## src/rtl/model_pwm_pkg.sv

```systemverilog
// Shared widths and carrier direction encoding for the PWM driver.
// Used by model_pwm_driver and model_ce_prescaler.
package model_pwm_pkg;

  localparam int PWM_WIDTH_DEF    = 16;
  localparam int CE_DIV_WIDTH_DEF = 16;

  typedef enum logic {
    UP   = 1'b0,
    DOWN = 1'b1
  } dir_e;

endpackage

```

## src/rtl/model_ce_prescaler.sv

```systemverilog
// Model-step strobe generator: one ce pulse every ce_div+1 cycles.
// Held idle (count and strobe at zero) while enable is low.
module model_ce_prescaler
  import model_pwm_pkg::*;
#(
  parameter int CE_DIV_WIDTH = CE_DIV_WIDTH_DEF
) (
  input  logic                    aclk,
  input  logic                    resetn,
  input  logic                    enable,
  input  logic [CE_DIV_WIDTH-1:0] ce_div,
  output logic                    ce
);

  logic [CE_DIV_WIDTH-1:0] cnt_q;
  logic                    ce_q;

  // >= so a ce_div lowered mid-count still wraps promptly
  always_ff @(posedge aclk) begin
    if (!resetn || !enable) begin
      cnt_q <= '0;
      ce_q  <= 1'b0;
    end else if (cnt_q >= ce_div) begin
      cnt_q <= '0;
      ce_q  <= 1'b1;
    end else begin
      cnt_q <= cnt_q + 1'b1;
      ce_q  <= 1'b0;
    end
  end

  assign ce = ce_q & enable;

endmodule

```

## src/rtl/model_pwm_driver.sv

```systemverilog
// PWM switch driver for a stepped converter model, shadowed duty via AXI-Stream.
// Define PWM_CENTER_ALIGNED_EN for a triangle carrier; default is sawtooth.
module model_pwm_driver
  import model_pwm_pkg::*;
#(
  parameter int PWM_WIDTH    = PWM_WIDTH_DEF,
  parameter int CE_DIV_WIDTH = CE_DIV_WIDTH_DEF
) (
  input  logic                    aclk,
  input  logic                    resetn,
  input  logic                    enable,
  input  logic [CE_DIV_WIDTH-1:0] ce_div,
  input  logic [PWM_WIDTH-1:0]    period,
  input  logic [PWM_WIDTH-1:0]    s_duty_tdata,
  input  logic                    s_duty_tvalid,
  output logic                    s_duty_tready,
  output logic                    ce,
  output logic                    s1,
  output logic                    cycle_start,
  output logic [PWM_WIDTH-1:0]    duty_active
);

  typedef logic [PWM_WIDTH-1:0] pwm_t;

  pwm_t cnt_q;
  pwm_t period_q;
  pwm_t duty_q;
  pwm_t shadow_q;
  logic pending_q;
  logic rdy_q;
  logic s1_q;

  pwm_t cnt_n;
  pwm_t period_n;
  pwm_t duty_n;
  logic wrap;
  logic boundary;
  logic load;
  logic accept;
  logic s1_n;

  // Duty above period+1 cannot produce more on-time than a full period
  function automatic pwm_t sat(input pwm_t d, input pwm_t p);
    logic [PWM_WIDTH:0] lim;
    lim = {1'b0, p} + 1'b1;
    if ({1'b0, d} > lim) sat = lim[PWM_WIDTH-1:0];
    else                 sat = d;
  endfunction

  model_ce_prescaler #(
    .CE_DIV_WIDTH(CE_DIV_WIDTH)
  ) u_presc (
    .aclk  (aclk),
    .resetn(resetn),
    .enable(enable),
    .ce_div(ce_div),
    .ce    (ce)
  );

`ifdef PWM_CENTER_ALIGNED_EN
  dir_e dir_q;
  dir_e dir_n;

  always_comb begin
    cnt_n = cnt_q;
    dir_n = dir_q;
    wrap  = 1'b0;
    if (period_q == '0) begin
      cnt_n = '0;
      dir_n = UP;
      wrap  = 1'b1;
    end else if (dir_q == UP && cnt_q < period_q) begin
      cnt_n = cnt_q + 1'b1;
    end else if (cnt_q <= pwm_t'(1)) begin
      cnt_n = '0;
      dir_n = UP;
      wrap  = 1'b1;
    end else begin
      cnt_n = cnt_q - 1'b1;
      dir_n = DOWN;
    end
  end

  always_ff @(posedge aclk) begin
    if (!resetn || !enable) dir_q <= UP;
    else if (ce)            dir_q <= dir_n;
  end
`else
  always_comb begin
    cnt_n = cnt_q + 1'b1;
    wrap  = 1'b0;
    if (cnt_q >= period_q) begin
      cnt_n = '0;
      wrap  = 1'b1;
    end
  end
`endif

  assign boundary = ce & wrap;
  assign load     = enable ? boundary : 1'b1;
  assign accept   = s_duty_tvalid & s_duty_tready;

  always_comb begin
    duty_n   = (load && pending_q) ? shadow_q : duty_q;
    period_n = load ? period : period_q;
    s1_n     = cnt_n < sat(duty_n, period_n);
  end

  always_ff @(posedge aclk) begin
    if (!resetn) begin
      cnt_q     <= '0;
      period_q  <= '0;
      duty_q    <= '0;
      shadow_q  <= '0;
      pending_q <= 1'b0;
      rdy_q     <= 1'b0;
      s1_q      <= 1'b0;
    end else begin
      rdy_q    <= 1'b1;
      duty_q   <= duty_n;
      period_q <= period_n;
      if (accept) begin
        shadow_q  <= s_duty_tdata;
        pending_q <= 1'b1;
      end else if (load) begin
        pending_q <= 1'b0;
      end
      if (!enable) begin
        cnt_q <= '0;
        s1_q  <= 1'b0;
      end else if (ce) begin
        cnt_q <= cnt_n;
        s1_q  <= s1_n;
      end
    end
  end

  assign s_duty_tready = rdy_q & ~pending_q;
  assign s1            = s1_q & enable;
  assign cycle_start   = boundary;
  assign duty_active   = sat(duty_q, period_q);

endmodule

```

## config.mk

```make
export PLATFORM = sky130hd
export DESIGN_NAME = model_pwm_driver
export DESIGN_NICKNAME = d
export VERILOG_FILES = /design/src/rtl/model_pwm_pkg.sv /design/src/rtl/model_ce_prescaler.sv /design/src/rtl/model_pwm_driver.sv
export SDC_FILE = /design/constraint.sdc
export NUM_CORES = 1
export LEC_CHECK = 0
export CAP_MARGIN = 0
export CORE_AREA = 2 2 117 119
export CTS_CLUSTER_SIZE = 25
export DETAILED_ROUTE_END_ITERATION = 10
export DIE_AREA = 0 0 119 121
export GPL_ROUTABILITY_DRIVEN = 0
export MAX_ROUTING_LAYER = met4
export PLACE_DENSITY_LB_ADDON = 0.3
export SYNTH_ARGS = -nofsm -noshare
export SYNTH_HDL_FRONTEND = slang
export SYNTH_SLANG_ARGS = --single-unit
```

## constraint.sdc

```tcl
create_clock -name aclk -period 5.94 [get_ports aclk]
set_input_delay 1.188 -clock aclk [delete_from_list [all_inputs] [get_ports aclk]]
set_output_delay 1.188 -clock aclk [all_outputs]
set_load 0.02 [all_outputs]
```

[After elaboration in Yosys (flattened, before gate mapping)]
Cells that the tools add are included.
Cells by class
  $add $sub $neg: 4
  $lt $le $gt $ge: 5
  multiplexer cells: 11
  bitwise logic cells: 6
  reductions and logical operators: 7
Operator list (number)
  $mux W16: 5
  $add A16 B1 Y17 const B: 2
  $gt A16 B17 Y1: 2
  $add A16 B1 Y16 const B: 2
  $ge A16 B16 Y1: 2
  $lt A16 B16 Y1: 1
  $mux W1: 6
  $and A1 B1 Y1: 5
  $logic_not A1 Y1: 2
  $reduce_and A2 Y1: 1
  $reduce_bool A2 Y1: 1
  $reduce_or A2 Y1: 1
  $logic_and A1 B1 Y1: 1
  $logic_or A1 B1 Y1: 1
  $not A1 Y1: 1
Storage, ports and cells
  flip-flop bits (word level): 84
  bits of input ports: 52
  logic and storage cells: 42

[Depth between registers and ports, before layout]
Gate-level depths: netlist (run 1).
  depth after elaboration: 9
  gate-level depth with buffers: 36

[Modules after synthesis]
From an unflattened synthesis (run 1), not the netlist that was laid out.
Second synthesis, totals
  cells, all modules: 822
  area total of the unflattened synthesis: 6720.2 µm²
Modules (own cells, without submodules)
  model_pwm_driver: instances 1, cells an instance 686, area each 5529.1 µm², seq. area each 1341.3 µm²
  model_ce_prescaler: instances 1, cells an instance 136, area each 1191.1 µm², seq. area each 340.3 µm²

[Worst setup path after synthesis (run 1)]
No wires, ideal clock.
  path kind: flip-flop to flip-flop
  start point: reg cnt_q[0]
  end point: reg s1_q
  library setup time: 83 ps
  arrival time: 6063 ps
  data required time: 5857 ps
  path slack: -205 ps
  cell stages (with the launch flop): 35
  period minus slack after synthesis: 6145 ps
  cells stage by stage: dfxtp_1 -> inv_1 -> ha_1 -> nand2b_1 -> a211o_1 -> a211oi_2 -> o21a_2 -> buf_6 -> nor2_4 -> buf_6 -> o21ai_1 -> ha_1 -> buf_2 -> and3_1 -> and2_1 -> nand3_1 -> xor2_1 -> mux2i_1 -> inv_1 -> ha_1 -> a21oi_1 -> o21ai_0 -> o21ai_0 -> a21oi_1 -> o21ai_0 -> nor2_4 -> buf_6 -> mux2i_1 -> ha_1 -> a21o_1 -> a211o_1 -> a41oi_1 -> o221ai_1 -> a211o_1 -> o221ai_1
Between the ends
  longest elaborated chain between the ends: 9
  elaborated cells between the ends (all ways): 13
  classes of those cells: add/sub: 2; order compare: 3; mux: 6; bitwise: 1; reduce/logical: 1
RTL lines
  from (decl): line model_pwm_driver.sv:25  | pwm_t cnt_q;
  from (signal assigned): line model_pwm_driver.sv:132  | cnt_q <= cnt_n;
  $ge A16 B16 Y1 (*): line model_pwm_driver.sv:92  | if (cnt_q >= period_q) begin
  $mux W1 (*): line model_pwm_driver.sv:92
  $and A1 B1 Y1 (*): line model_pwm_driver.sv:99  | assign boundary = ce & wrap;
  $mux W1 (*): line model_pwm_driver.sv:100  | assign load = enable ? boundary : 1'b1;
  $mux W16 (*): line model_pwm_driver.sv:105  | period_n = load ? period : period_q;
  net period_n[1]: line model_pwm_driver.sv:34  | pwm_t period_n;
  $add A16 B1 Y17 (*): line model_pwm_driver.sv:45  | lim = {1'b0, p} + 1'b1;
  $gt A16 B17 Y1: line model_pwm_driver.sv:46  | if ({1'b0, d} > lim) sat = lim[PWM_WIDTH-1:0];
  $mux W16 (*): line model_pwm_driver.sv:46
  $lt A16 B16 Y1 (*): line model_pwm_driver.sv:106  | s1_n = cnt_n < sat(duty_n, period_n);
  to (signal assigned): line model_pwm_driver.sv:133  | s1_q <= s1_n;
  to (decl): line model_pwm_driver.sv:31  | logic s1_q;
The timed path passes the listed nets; every way through them passes the cells marked *.
A chain may end at the register's enable or synchronous reset.

[Worst setup path after layout (run 1)]
  start point: reg period_q[14]
  end point: reg s1_q
Between the ends
  longest elaborated chain between the ends: 9
  elaborated cells between the ends (all ways): 12
  classes of those cells: add/sub: 1; order compare: 3; mux: 6; bitwise: 1; reduce/logical: 1
RTL lines
  from (decl): line model_pwm_driver.sv:26  | pwm_t period_q;
  from (signal assigned): line model_pwm_driver.sv:121  | period_q <= period_n;
  $ge A16 B16 Y1 (*): line model_pwm_driver.sv:92
  $mux W1 (*): line model_pwm_driver.sv:92
  $and A1 B1 Y1 (*): line model_pwm_driver.sv:99
  $mux W1 (*): line model_pwm_driver.sv:100
  $mux W16 (*): line model_pwm_driver.sv:105
  net period_n[0]: line model_pwm_driver.sv:34
  $add A16 B1 Y17 (*): line model_pwm_driver.sv:45
  $gt A16 B17 Y1: line model_pwm_driver.sv:46
  $mux W16 (*): line model_pwm_driver.sv:46
  $lt A16 B16 Y1 (*): line model_pwm_driver.sv:106
Marked as above.

==> run metrics, run 1 <==
Yosys cell types=57; Post-DP Area=8380 sq um; Rows=42; unrepaired setup endpoints after global routing=yes; number of flops mapped to enable cells by yosys=0; post-synthesis sequential area ratio=24.6%; total detailed-routing wirelength=20000 um; # Max-Cap Violations=0; post-route minimum period=about 6 ns; max-slew violation count=0; first-pass GRT wire length=~31000 um; final setup violation count=0; initial core utilization=52.2%; Yosys warning count=0; drt wl/cell=16.6 um; vias=roughly 6600; Hold Crit Class=reg -> reg; HP Start=shadow_q[1]; CTS Buf Count=9; Cell Area, Synth=slightly below 7000 sq um; clock sink total=84; syn_area_per_cell=around 7.9 sq um; Reg2Reg Setup Slack=between 0.1 and 0.15 ns; depth of the most critical reg-to-reg path=31; Antenna diodes=0; layout cells sized above 1=19.7%; Hold-fix buffers, CTS=0; asr flop ratio synth=0%; hpwl dp=about 15000 um; Worst Max-Slew Pin Slew=approximately 0.95 ns; leakage=just under 4 nW; Hold Crit Endpoint=shadow_q[1]; CP dominant cell by count=ha_4; Main synth FF type=dfxtp_1; critical path peak fanout=7; Tot GR Track Use=between 20% and 30%; Sw Pwr=approximately 0.45 mW; multi-input logic area=between 4000 and 5000 sq um; worst skew pair latency=roughly 0.35 ns; top post-synthesis cells by area=dfxtp_1 (25%), ha_1 (15%), nand2_1 (5.6%); Core ar.=13100 sq um; Root Buffer=clkbuf_16; Congestion Overflow GR=0; cell with the most instances after synthesis=nand2_1; Reg-to-Reg End=s1_q; DRC=0; CP Capture Type=register; Max stage delay cell, worst path=or3_4; First DRT Iteration DRCs=~530; Die X=about 120 um; Fin. Hold Viols=0; # port buffers=71; outcome=finished clean; power per cell area=176 nW/um^2; design area=between 8000 and 9000 sq um; Pint=about 1.1 mW; number of global-route vias before repair=about 6400; max incr delay on CP=around 0.4 ns; pin count of the biggest net entering global routing=53; Sw Share=~29%; drt first pass iters=5; Worst VDD drop=between 150 and 200 uV; Total Nets Final=approximately 1200; register area=1690 sq um; Logic pwr share=about a quarter; Final Util=68.8%; post-synthesis instance total=860; critical path class=reg -> reg; final-layout fill cell count=roughly 1000; Worst-path clk slew=approximately 0.070 ns; commonest cells in the netlist=nand2_1 (102), dfxtp_1 (84), ha_1 (83); RR Startpoint=period_q[14]; Critical Path RT=6.22 ns; Synth area leader=dfxtp_1; Final Skew=roughly 0.0090 ns; via/cell ratio=5.50; height of the die=~120 um; clock tree from TritonCTS=yes; startpoint types=register; post-route antenna net violation count=0; critical path arrival=6.12 ns; Post-Syn Nets=roughly 1000; Hold Path Depth=2; Rel. slew slack=roughly 36%; area grow syn2layout=31.8%; clock power share=between 30% and 40%; initial antenna violation count=0; die footprint=between 10000 and 15000 sq um; fin crit share=just under 100%; H-tree levels=3; synthesis-stage register bit count=84; top achievable clock speed=0.171 GHz; Reg power frac=between 30% and 40%; CTS Buffer Depth=2; post-synth top area share=between 20% and 30%; Ports=between 70 and 80
[registers in the layout (all words and copies together), names as in the netlist]
name,cells
cnt_q,16
period_q,16
shadow_q,16
u_presc.cnt_q,16
rdy_q,1
u_presc.ce_q,1
pending_q,1
duty_q,16
s1_q,1
[final cells by class]
| class | instances | share of cell area [%] |
|---|---|---|
| clock buffers | 9 | 2.50 |
| clock inverters | 5 | 0.876 |
| inverters | 75 | 3.16 |
| multi-input cells | 670 | 54.5 |
| flip-flops and latches | 84 | 18.8 |
| well taps | 176 | 2.45 |
| repair buffers | 187 | 17.7 |
[power by group through the flow]
stage	Sequential, mW	Clock (mW)	Combinational (mW)
after global routing	0.591	0.623	0.422
after detailed placement	0.601	0	0.350
after CTS	0.588	0.609	0.360
final	0.590	0.600	0.391
after floorplan	0.601	0	0.188
after global placement	0.600	0	0.345
[placed cells by master, fill, tap and decap left out, types with 5 or more instances in the layout]
master	n
mux2i_1	29
nor2_1	59
nor2b_1	11
nand2b_1	8
xor2_1	24
clkbuf_16	9
a21oi_1	25
nand2_1	100
xnor2_1	37
a211o_1	6
o21ai_0	38
o211ai_1	5
mux2_2	15
inv_2	5
and3_1	17
a21o_1	10
nand4_1	15
buf_4	113
dfxtp_2	5
ha_4	7
dfxtp_1	79
nor3_1	14
ha_1	76
a21boi_0	30
and2_1	26
inv_1	69
nand3_1	42
clkdlybuf4s50_1	70
o21a_1	7
a21oi_2	5
[critical path, delay by kind of cell, from the launching register on]
family / cells / cell delay, ns
flip-flops: 1 / 0.34
multiplexers: 2 / 0.46
XOR/XNOR: 1 / 0.16
AO/OA/AOI/OAI: 12 / 1.92
adder cells (fa/ha/maj): 4 / 0.97
buffers and inverters: 4 / 0.37
AND/OR/NAND/NOR: 8 / 1.54
[per-stage QoR]
step | setup TNS, ns | power (mW) | hold slack [ns] | cells | worst slack (ns)
finish | 0 | 1.58 | 0.465 | 1206 | 0.100
global route | -0.306 | 1.64 | 0.485 | 1206 | -0.306
CTS | 0 | 1.56 | 0.466 | 1197 | 0.00709
detailed placement | -0.501 | 0.951 | 0.457 | 1178 | -0.501
global placement | -0.335 | 0.945 | 0.453 | 1178 | -0.335
floorplan | 0 | 0.789 | 0.440 | 860 | 0.0161
[timing repair]
action	4_1_cts	5_1_grt
pin swaps	5	28
setup buffers	5	9
endpoints found under the setup margin	1	8
resized for setup	5	43
[routing by layer]
| metal | vias up | share of wire [%] | global-route usage, % |
|---|---|---|---|
| met5 | - | 0 | - |
| met4 | 0 | 2.8 | 9.75 |
| met3 | 45 | 6.1 | 4.93 |
| met2 | 218 | 48 | 47.4 |
| met1 | 3075 | 43 | 34.7 |
| li1 | 3300 | - | - |
[how the worst max path moves through the flow]
| stage | startpoint | slack (ns) | to | cells past startpoint |
|---|---|---|---|---|
| final | period_q[14] | 0.10 | s1_q | 31 |
| after global routing | period_q[13] | -0.31 | s1_q | 30 |
| after CTS | period_q[14] | 0.007 | s1_q | 31 |
| after detailed placement | enable | -0.50 | s1_q | 29 |
| after global placement | enable | -0.34 | s1_q | 29 |
| after floorplan | cnt_q[0] | 0.02 | s1_q | 34 |
[logic make-up (layout without fill, tap and decap cells)]
| family | count (synthesis) | in the layout | share of synthesized area, % |
|---|---|---|---|
| xor+xnor | 61 | 61 | 7.82 |
| fa+ha+maj | 83 | 83 | 15.2 |
| flops | 84 | 84 | 24.6 |
| buf+inv | 106 | 276 | 6.54 |
| mux | 47 | 47 | 7.38 |
| compound gates | 157 | 157 | 15.1 |
| simple gates | 322 | 322 | 23.4 |
Note: power is estimated with default switching activity, not from simulation.
==> inputs of run 2 (changes only) <==
--- a/config.mk
+++ b/config.mk
@@ -11,6 +11,7 @@
 export DETAILED_ROUTE_END_ITERATION = 10
 export DIE_AREA = 0 0 119 121
 export GPL_ROUTABILITY_DRIVEN = 0
+export HOLD_SLACK_MARGIN = 0.08
 export MAX_ROUTING_LAYER = met4
 export PLACE_DENSITY_LB_ADDON = 0.3
 export SYNTH_ARGS = -nofsm -noshare
==> results of run 2 <==
Same layout as run 1: the final DEF is identical, and so are final timing and power.
